**src/rtl/riscv_pkg.sv**
```systemverilog
// ---------------------------------------------------------------------------
// riscv_pkg
// Shared encodings for the multi-cycle RV32I datapath control:
//   - opcode constants for the supported instruction classes
//   - aluop codes handed to alu_control
//   - alu_src_a / alu_src_b mux select codes
//   - ctrl_state_t, the 4-bit main control state encoding (FETCH = 0)
// ---------------------------------------------------------------------------
package riscv_pkg;

    // Opcodes (instr[6:0]) the control unit knows how to sequence
    localparam logic [6:0] OP_LOAD   = 7'b0000011;
    localparam logic [6:0] OP_STORE  = 7'b0100011;
    localparam logic [6:0] OP_RTYPE  = 7'b0110011;
    localparam logic [6:0] OP_BRANCH = 7'b1100011;

    // aluop: what alu_control should make the ALU do
    localparam logic [1:0] ALUOP_ADD   = 2'b00;
    localparam logic [1:0] ALUOP_SUB   = 2'b01;
    localparam logic [1:0] ALUOP_FUNCT = 2'b10;

    // ALU operand A sources
    localparam logic [1:0] SRCA_PC    = 2'b00;
    localparam logic [1:0] SRCA_RS1   = 2'b01;
    localparam logic [1:0] SRCA_OLDPC = 2'b10;

    // ALU operand B sources
    localparam logic [1:0] SRCB_RS2  = 2'b00;
    localparam logic [1:0] SRCB_FOUR = 2'b01;
    localparam logic [1:0] SRCB_IMM  = 2'b10;

    // Main control states; the numeric values are visible on state_dbg
    typedef enum logic [3:0] {
        FETCH     = 4'd0,
        DECODE    = 4'd1,
        MEM_ADDR  = 4'd2,
        MEM_READ  = 4'd3,
        MEM_WB    = 4'd4,
        MEM_WRITE = 4'd5,
        EXECUTE   = 4'd6,
        ALU_WB    = 4'd7,
        BRANCH    = 4'd8,
        HALT      = 4'd9
    } ctrl_state_t;

endpackage

```
**src/rtl/multicycle_control_fsm.sv**
```systemverilog
// ---------------------------------------------------------------------------
// multicycle_control_fsm
// Main control unit of the multi-cycle RV32I datapath. Sequences fetch,
// decode, execute, memory access and writeback for lw, sw, R-type and beq,
// stalling on mem_ready during instruction fetch and data access.
//
// Ports:
//   clk, rst         rising-edge clock, synchronous active-high reset
//   opcode[6:0]      instr[6:0] from the instruction register
//   zero             ALU zero flag (branch decision)
//   mem_ready        memory completes the current access this cycle
//   aluop[1:0]       00=ADD, 01=SUB, 10=funct decode
//   alu_src_a[1:0]   00=PC, 01=rs1, 10=oldPC
//   alu_src_b[1:0]   00=rs2, 01=constant 4, 10=immediate
//   pc_src           0=ALU result, 1=ALUOut register
//   pc_en, ir_write  PC / instruction register write enables
//   iord             memory address: 0=PC, 1=ALUOut
//   mem_read/write   memory request strobes
//   reg_write        register file write
//   mem_to_reg       writeback source: 0=ALUOut, 1=memory data register
//   instr_done       pulse on the last cycle of each instruction
//   illegal          sticky unsupported-opcode flag
//   state_dbg[3:0]   current state encoding
// ---------------------------------------------------------------------------
module multicycle_control_fsm
    import riscv_pkg::*;
(
    input  logic       clk,
    input  logic       rst,
    input  logic [6:0] opcode,
    input  logic       zero,
    input  logic       mem_ready,
    output logic [1:0] aluop,
    output logic [1:0] alu_src_a,
    output logic [1:0] alu_src_b,
    output logic       pc_src,
    output logic       pc_en,
    output logic       ir_write,
    output logic       iord,
    output logic       mem_read,
    output logic       mem_write,
    output logic       reg_write,
    output logic       mem_to_reg,
    output logic       instr_done,
    output logic       illegal,
    output logic [3:0] state_dbg
);

    ctrl_state_t state;
    ctrl_state_t next_state;
    logic        illegal_q;

    // State register plus the sticky illegal flag. The flag is set on the
    // transition into HALT so it is already high for the first HALT cycle,
    // and only a reset can clear it.
    always_ff @(posedge clk) begin
        if (rst) begin
            state     <= FETCH;
            illegal_q <= 1'b0;
        end else begin
            state <= next_state;
            if (next_state == HALT) begin
                illegal_q <= 1'b1;
            end
        end
    end

    // Next-state logic. Memory states hold until mem_ready; states with no
    // memory request ignore mem_ready entirely.
    always_comb begin
        next_state = state;
        case (state)
            FETCH: begin
                if (mem_ready) next_state = DECODE;
            end
            DECODE: begin
                case (opcode)
                    OP_LOAD,
                    OP_STORE:  next_state = MEM_ADDR;
                    OP_RTYPE:  next_state = EXECUTE;
                    OP_BRANCH: next_state = BRANCH;
                    default:   next_state = HALT;
                endcase
            end
            MEM_ADDR: begin
                next_state = (opcode == OP_LOAD) ? MEM_READ : MEM_WRITE;
            end
            MEM_READ: begin
                if (mem_ready) next_state = MEM_WB;
            end
            MEM_WB:    next_state = FETCH;
            MEM_WRITE: begin
                if (mem_ready) next_state = FETCH;
            end
            EXECUTE:   next_state = ALU_WB;
            ALU_WB:    next_state = FETCH;
            BRANCH:    next_state = FETCH;
            HALT:      next_state = HALT;
            // Unused encodings are treated as a fault and parked in HALT
            default:   next_state = HALT;
        endcase
    end

    // Output decode. Mostly Moore on the state register; pc_en, ir_write and
    // instr_done additionally look at mem_ready / zero so the write lands in
    // the same cycle the access completes. While rst is high every strobe is
    // forced low and the selects show their FETCH values, so an abandoned
    // instruction can never write anything.
    always_comb begin
        aluop      = ALUOP_ADD;
        alu_src_a  = SRCA_PC;
        alu_src_b  = SRCB_RS2;
        pc_src     = 1'b0;
        pc_en      = 1'b0;
        ir_write   = 1'b0;
        iord       = 1'b0;
        mem_read   = 1'b0;
        mem_write  = 1'b0;
        reg_write  = 1'b0;
        mem_to_reg = 1'b0;
        instr_done = 1'b0;
        if (rst) begin
            alu_src_b = SRCB_FOUR;
        end else begin
            case (state)
                FETCH: begin
                    mem_read  = 1'b1;
                    alu_src_b = SRCB_FOUR;
                    ir_write  = mem_ready;
                    pc_en     = mem_ready;
                end
                DECODE: begin
                    alu_src_a = SRCA_OLDPC;
                    alu_src_b = SRCB_IMM;
                end
                MEM_ADDR: begin
                    alu_src_a = SRCA_RS1;
                    alu_src_b = SRCB_IMM;
                end
                MEM_READ: begin
                    mem_read = 1'b1;
                    iord     = 1'b1;
                end
                MEM_WB: begin
                    reg_write  = 1'b1;
                    mem_to_reg = 1'b1;
                    instr_done = 1'b1;
                end
                MEM_WRITE: begin
                    mem_write  = 1'b1;
                    iord       = 1'b1;
                    instr_done = mem_ready;
                end
                EXECUTE: begin
                    alu_src_a = SRCA_RS1;
                    alu_src_b = SRCB_RS2;
                    aluop     = ALUOP_FUNCT;
                end
                ALU_WB: begin
                    reg_write  = 1'b1;
                    instr_done = 1'b1;
                end
                BRANCH: begin
                    alu_src_a  = SRCA_RS1;
                    alu_src_b  = SRCB_RS2;
                    aluop      = ALUOP_SUB;
                    pc_src     = 1'b1;
                    pc_en      = zero;
                    instr_done = 1'b1;
                end
                default: begin
                end
            endcase
        end
    end

    assign illegal   = illegal_q;
    assign state_dbg = state;

endmodule

```
**config.mk**
```make
export PLATFORM = sky130hd
export DESIGN_NAME = multicycle_control_fsm
export DESIGN_NICKNAME = d
export VERILOG_FILES = /design/src/rtl/riscv_pkg.sv /design/src/rtl/multicycle_control_fsm.sv
export SDC_FILE = /design/constraint.sdc
export NUM_CORES = 1
export LEC_CHECK = 0
export BUFFER_PORTS_ARGS = -buffer_cell sky130_fd_sc_hd__buf_4
export CAP_MARGIN = 25
export CORE_MARGIN = 5
export CORE_UTILIZATION = 40
export CTS_BUF_LIST = sky130_fd_sc_hd__clkbuf_4 sky130_fd_sc_hd__clkbuf_8 sky130_fd_sc_hd__clkbuf_16
export DETAILED_ROUTE_END_ITERATION = 12
export GPL_TIMING_DRIVEN = 0
export PLACE_DENSITY = 0.74
export SYNTH_ARGS = -nofsm -noshare
export SYNTH_HDL_FRONTEND = slang
export SYNTH_SLANG_ARGS = --single-unit
```
**constraint.sdc**
```tcl
create_clock -name clk -period 2.5 [get_ports clk]
set_input_delay 0.25 -clock clk [delete_from_list [all_inputs] [get_ports clk]]
set_output_delay 0.25 -clock clk [all_outputs]
set_load 0.05 [all_outputs]
```
==> results of run 1 <==
state kept, by name (all words and copies together) (netlist names):
register,cells
state_dbg,4
illegal,1
kinds of logic after synthesis:
kind of cell | synth area share (%)
XOR/XNOR | 3.18
buffers and inverters | 10.0
AND/OR/NAND/NOR | 40.2
flip-flops | 18.2
AO/OA/AOI/OAI | 28.4
through the flow:
stage	setup slack, ps	power (mW)	hold slack [ps]	cells	cell area [um2]
detailed placement	810	0.288	496	122	810
global placement	811	0.285	476	122	810
finish	553	0.389	308	126	840
global route	395	0.412	304	126	840
CTS	554	0.392	304	126	840
floorplan	-208	0.231	440	78	573
placed cells by master (no fill, tap or decap), types with 2 or more instances in the layout:
cell       n
nor4_2     2
a21o_1     3
dfxtp_1    5
nand2b_1   3
nor3_1     4
and3_1     2
o21ai_1    4
a21oi_1    3
inv_1      3
nor2b_1    3
clkbuf_4   4
nor2_1    13
buf_4     29
buf_2      5
nor3_2     2
power breakdown:
| part | leakage, nW | switching, mW | internal [mW] |
|---|---|---|---|
| combinational | 0.344 | 0.128 | 0.0683 |
| clock | 0.0184 | 0.0306 | 0.0710 |
| sequential | 0.0408 | 0.00396 | 0.0863 |
final timing paths:
kind,endpoint,slack [ps]
worst max-delay path,reg_write,550
worst min-delay path,state_dbg[1],310
worst max register to register,state_dbg[2],880
worst min register to register,illegal,510
layout make-up:
class / instances / area [um2]
multi-input cells: 62 / 418
repair buffers: 29 / 218
inverters: 4 / 15.0
plain buffers: 7 / 40.0
fillers: 133 / 462
clock buffers: 4 / 30.0
flip-flops and latches: 5 / 100
well taps: 15 / 18.8
per-layer routing:
metal  up-vias  global-route usage, %  routed length, um
li1        348                      -                  -
met1       313                   17.5                716
met2        20                   32.0                879
met3         2                   3.07                 97
met4         0                   4.97                  9
met5         -                      0                  0
==> flow_metrics.env, run 1 <==
export IMPL_finalHoldViolations=0
export IMPL_cts_setup_buffers=0
export IMPL_maxSlewViolCount=0
export IMPL_vias=683
export IMPL_holdCritStartpoint="rst"
export IMPL_async_flop_share_pct=0
export IMPL_antenna_found_initial=0
export IMPL_worstSetupEndpointType="output port"
export IMPL_skew_ps=0.915
export IMPL_synth_most_common_cell="nor2_1"
export IMPL_startpoint="state_dbg[0]"
export IMPL_ant_nets=0
export IMPL_min_period_ps=1950
export IMPL_power_leakage_nw=0.403
export IMPL_ctsResizeCount=0
export IMPL_syn_avg_cell_area_um2=7.06
export IMPL_drtPass1Iterations=2
export IMPL_r2r_start="state_dbg[0]"
export IMPL_routed_via_density=5.42
export IMPL_ys_warn_count=0
export IMPL_min_path_cells=2
export IMPL_grt_pass1_vias=629
export IMPL_cp_depth=5
export IMPL_crit_family="buffers and inverters"
export IMPL_grt_use_total_pct=16.4
export IMPL_slew_headroom_pct=71.7
export IMPL_io_buffers=29
export IMPL_cts_sinks=5
export IMPL_peakVddDrop_mv=0.301
export IMPL_grt_max_degree=11
export IMPL_status="finished clean"
export IMPL_drive_above_1_share_pct=42.3
export IMPL_ioPinCount=31
export IMPL_min_period_over_period_pct=77.9
export IMPL_clockBufferDepth=2
export IMPL_first_iter_violations=9
export IMPL_cp_slowest_stage_delay_ps=370
export IMPL_cp_num_buf_inv=3
export IMPL_synth_edf_count=0
export IMPL_synth_nets=89
export IMPL_yosysTopAreaCell="dfxtp_1"
export IMPL_die_h_um=47.1
export IMPL_grt_setup_unrepaired="false"
export IMPL_synth_distinct_cells=37
export IMPL_cts_tree="done"
export IMPL_synth_area_um2=551
export IMPL_critPathLaunchType="register"
export IMPL_grt_pass1_wl_mm=2.62
export IMPL_numCtsBuffers=3
export IMPL_crit_type="register to output port"
export IMPL_initial_utilization_pct=42.3
export IMPL_synthCells=78
export IMPL_finalWirelength_mm=1.70
export IMPL_reg2reg_depth=5
export IMPL_h_tree_depth=1
export IMPL_die_area_um2=2220
export IMPL_gp_congestion=0.829
export IMPL_setup_tns_final_ps=0
export IMPL_syn2layout_area_growth_pct=52.5
export IMPL_netlist_top_cells_count="nor2_1 (13), nor3_1 (6), buf_2 (5), dfxtp_1 (5), o21ai_1 (4)"
export IMPL_rows=13
export IMPL_coreArea_um2=1300
export IMPL_crit_chain="buf_2 > clkbuf_1 > nor2_1 > nor3_2 > buf_4"
export IMPL_ys_ff_latch=5
export IMPL_clock_fmax_ghz=0.514
export IMPL_drc=0
export IMPL_max_cap_violations=0
export IMPL_setup_violations=0
export IMPL_clk_pin_slew_ps=40
export IMPL_cpMaxStageDelayCell="clkbuf_1"
export IMPL_powerDensity_nw_per_um2=463
export IMPL_clk_latency_ps=230
export IMPL_synthFlopType="dfxtp_1"
export IMPL_cp_arrival_ps=1700
export IMPL_cts_root_buf="clkbuf_4"
export IMPL_hold_buffers=0
export IMPL_dieWidth_um=47.1
export IMPL_worst_pin_slew_ps=424
export IMPL_crit_fanout=10
export IMPL_utilization_pct=64.5
export IMPL_synth_seq_area_share_pct=18.2
export IMPL_hpwl_mm=1.35
export IMPL_nets=123
export IMPL_wl_per_cell_um=13.5
export IMPL_antenna_cells=0
export IMPL_cp_required_ps=2250
export IMPL_synthTopCellsByArea="dfxtp_1 (18%), nor2_1 (8.9%), nor3_1 (5.5%), buf_2 (4.5%), a21o_1 (4.1%)"
export IMPL_synth_top_area_share_pct=18.2
export IMPL_min_path_type="primary input to register"
export IMPL_grt_overflow=0
Power figures use the tool's default switching activity.
==> inputs of run 2 (changes only) <==
==> constraint.sdc (replaced) <==
create_clock -name clk -period 2 [get_ports clk]
set_input_delay 0.2 -clock clk [delete_from_list [all_inputs] [get_ports clk]]
set_output_delay 0.2 -clock clk [all_outputs]
set_load 0.05 [all_outputs]
==> run 2 against run 1 <==
Critical path depth up 1. Largest power group unchanged. Utilization up 4.8 points. Highest routed layer unchanged. Total power up 32%. Non-clock buffer count unchanged. Worst hold slack worse by 33 ps. Critical path type unchanged. Worst setup slack worse by 400 ps. Count of clock-buffer cells in the layout unchanged. Cell count unchanged. Sequential power up 26%.
==> flow_metrics.env, run 2 (same netlist as run 1, synthesis figures left out) <==
export IMPL_status="finished clean"
export IMPL_worst_pin_slew_ps=591
export IMPL_grt_busiest_layer="met2"
export IMPL_clockBufferDepth=2
export IMPL_crit_type="register to output port"
export IMPL_dieWidth_um=47.1
export IMPL_numCtsBuffers=3
export IMPL_die_area_um2=2220
export IMPL_h_tree_depth=1
export IMPL_grt_pass1_wl_mm=2.74
export IMPL_min_period_over_period_pct=92.1
export IMPL_holdWs_ps=275
export IMPL_syn2layout_area_growth_pct=63.9
export IMPL_powerDensity_nw_per_um2=567
export IMPL_drtPass1Iterations=4
export IMPL_utilization_pct=69.3
export IMPL_coreArea_um2=1300
export IMPL_regArea_um2=103
export IMPL_grt_setup_unrepaired="false"
export IMPL_antenna_found_initial=0
export IMPL_final_instance_count_excl_fill=126
export IMPL_cts_setup_buffers=0
export IMPL_place_inst=122
export IMPL_initial_utilization_pct=42.3
export IMPL_worstSetupEndpointType="output port"
export IMPL_rr_endpoint="state_dbg[2]"
export IMPL_maxSlewViolCount=0
export IMPL_fin_area_um2=902
export IMPL_first_iter_violations=24
export IMPL_use_met1_pct=19.3
export IMPL_gp_congestion=0.798
export IMPL_drc=0
export IMPL_grt_pass1_vias=626
export IMPL_min_to="state_dbg[1]"
export IMPL_clk_pin_slew_ps=50
export IMPL_cts_tree="done"
export IMPL_multi_input_area_um2=477
export IMPL_holdCritStartpoint="rst"
export IMPL_clock_fmax_ghz=0.543
export IMPL_place_area_um2=863
export IMPL_nets=123
export IMPL_min_period_ps=1840
export IMPL_die_h_um=47.1
export IMPL_cp_required_ps=1800
export IMPL_reg2reg_depth=4
export IMPL_r2r_start="state_dbg[0]"
export IMPL_reg2reg_setup_slack_ps=370
export IMPL_largest_reg_flops=4
export IMPL_ioPinCount=31
export IMPL_final_common_cell="buf_4"
export IMPL_antenna_cells=0
export IMPL_wl_per_cell_um=13.7
export IMPL_cp_arrival_ps=1640
export IMPL_rows=13
export IMPL_power_mw=0.511
export IMPL_finalHoldViolations=0
export IMPL_skew_ps=9.56
export IMPL_min_path_type="primary input to register"
export IMPL_clk_latency_ps=250
export IMPL_vias=706
export IMPL_ant_nets=0
export IMPL_max_cap_violations=0
export IMPL_use_met3_pct=4.60
export IMPL_min_path_cells=2
export IMPL_cts_root_buf="clkbuf_4"
export IMPL_grt_max_degree=11
export IMPL_routed_via_density=5.60
export IMPL_slew_headroom_pct=60.5
export IMPL_hold_buffers=0
export IMPL_cts_sinks=5
export IMPL_finalWirelength_mm=1.72
export IMPL_io_buffers=29
export IMPL_nFillCells=135
export IMPL_hpwl_mm=1.38
export IMPL_crit_fanout=10
export IMPL_grt_overflow=0
export IMPL_grt_use_total_pct=17.0
export IMPL_power_leakage_nw=0.409
export IMPL_critPathLaunchType="register"
export IMPL_peakVddDrop_mv=0.380
export IMPL_use_met2_pct=30.6
export IMPL_setup_violations=0
export IMPL_drive_above_1_share_pct=51.4
export IMPL_layout_common_cells="buf_4 (29), nor2_1 (11), buf_2 (5)"
run 2: cell type report:
class / instances / area share, %
inverters: 4 / 1.66
well taps: 15 / 2.08
repair buffers: 29 / 24.1
multi-input cells: 62 / 52.8
clock buffers: 4 / 3.33
flip-flops and latches: 5 / 11.4
plain buffers: 7 / 4.58
run 2: where the power goes:
| group | leakage (nW) | switching [mW] | total [mW] | internal, mW |
|---|---|---|---|---|
| clock network | 0.0184 | 0.0452 | 0.134 | 0.0892 |
| logic | 0.349 | 0.170 | 0.263 | 0.0925 |
| registers | 0.0415 | 0.00508 | 0.114 | 0.109 |
run 2: worst max path at each step:
stage                  from         end  slack [ps]  cells past startpoint
3_3_place_gp   state_dbg[0]   reg_write         170                      5
3_5_place_dp   state_dbg[0]   reg_write         130                      5
4_1_cts        state_dbg[1]       pc_en          70                      5
5_1_grt        state_dbg[1]  instr_done          50                      6
6_report       state_dbg[1]  instr_done         160                      6
2_1_floorplan  state_dbg[2]    aluop[1]         -70                      4
run 2: through the flow:
stage	setup TNS (ps)	setup slack (ps)
final	0	158
after global routing	0	50.2
after CTS	0	71.0
after detailed placement	0	130
after global placement	0	167
after floorplan	-260	-72.8
run 2: critical path, cell delays in order (launching register included):
cell	delay, ps
dfxtp_1	390
buf_2	300
inv_2	90
nor2_1	190
a32oi_1	140
nor2_2	90
buf_4	190
run 2: repair_timing:
| action | CTS | global route |
|---|---|---|
| setup endpoints to repair | 3 | 3 |
| gates resized for setup | 1 | 2 |
| gates cloned | 0 | 0 |
run 2: metal layers:
metal  part of all wire (%)  up-vias
met5                      0        -
met4                   0.47        0
met3                    6.5        2
met2                     51       24
met1                     42      324
li1                       -      356
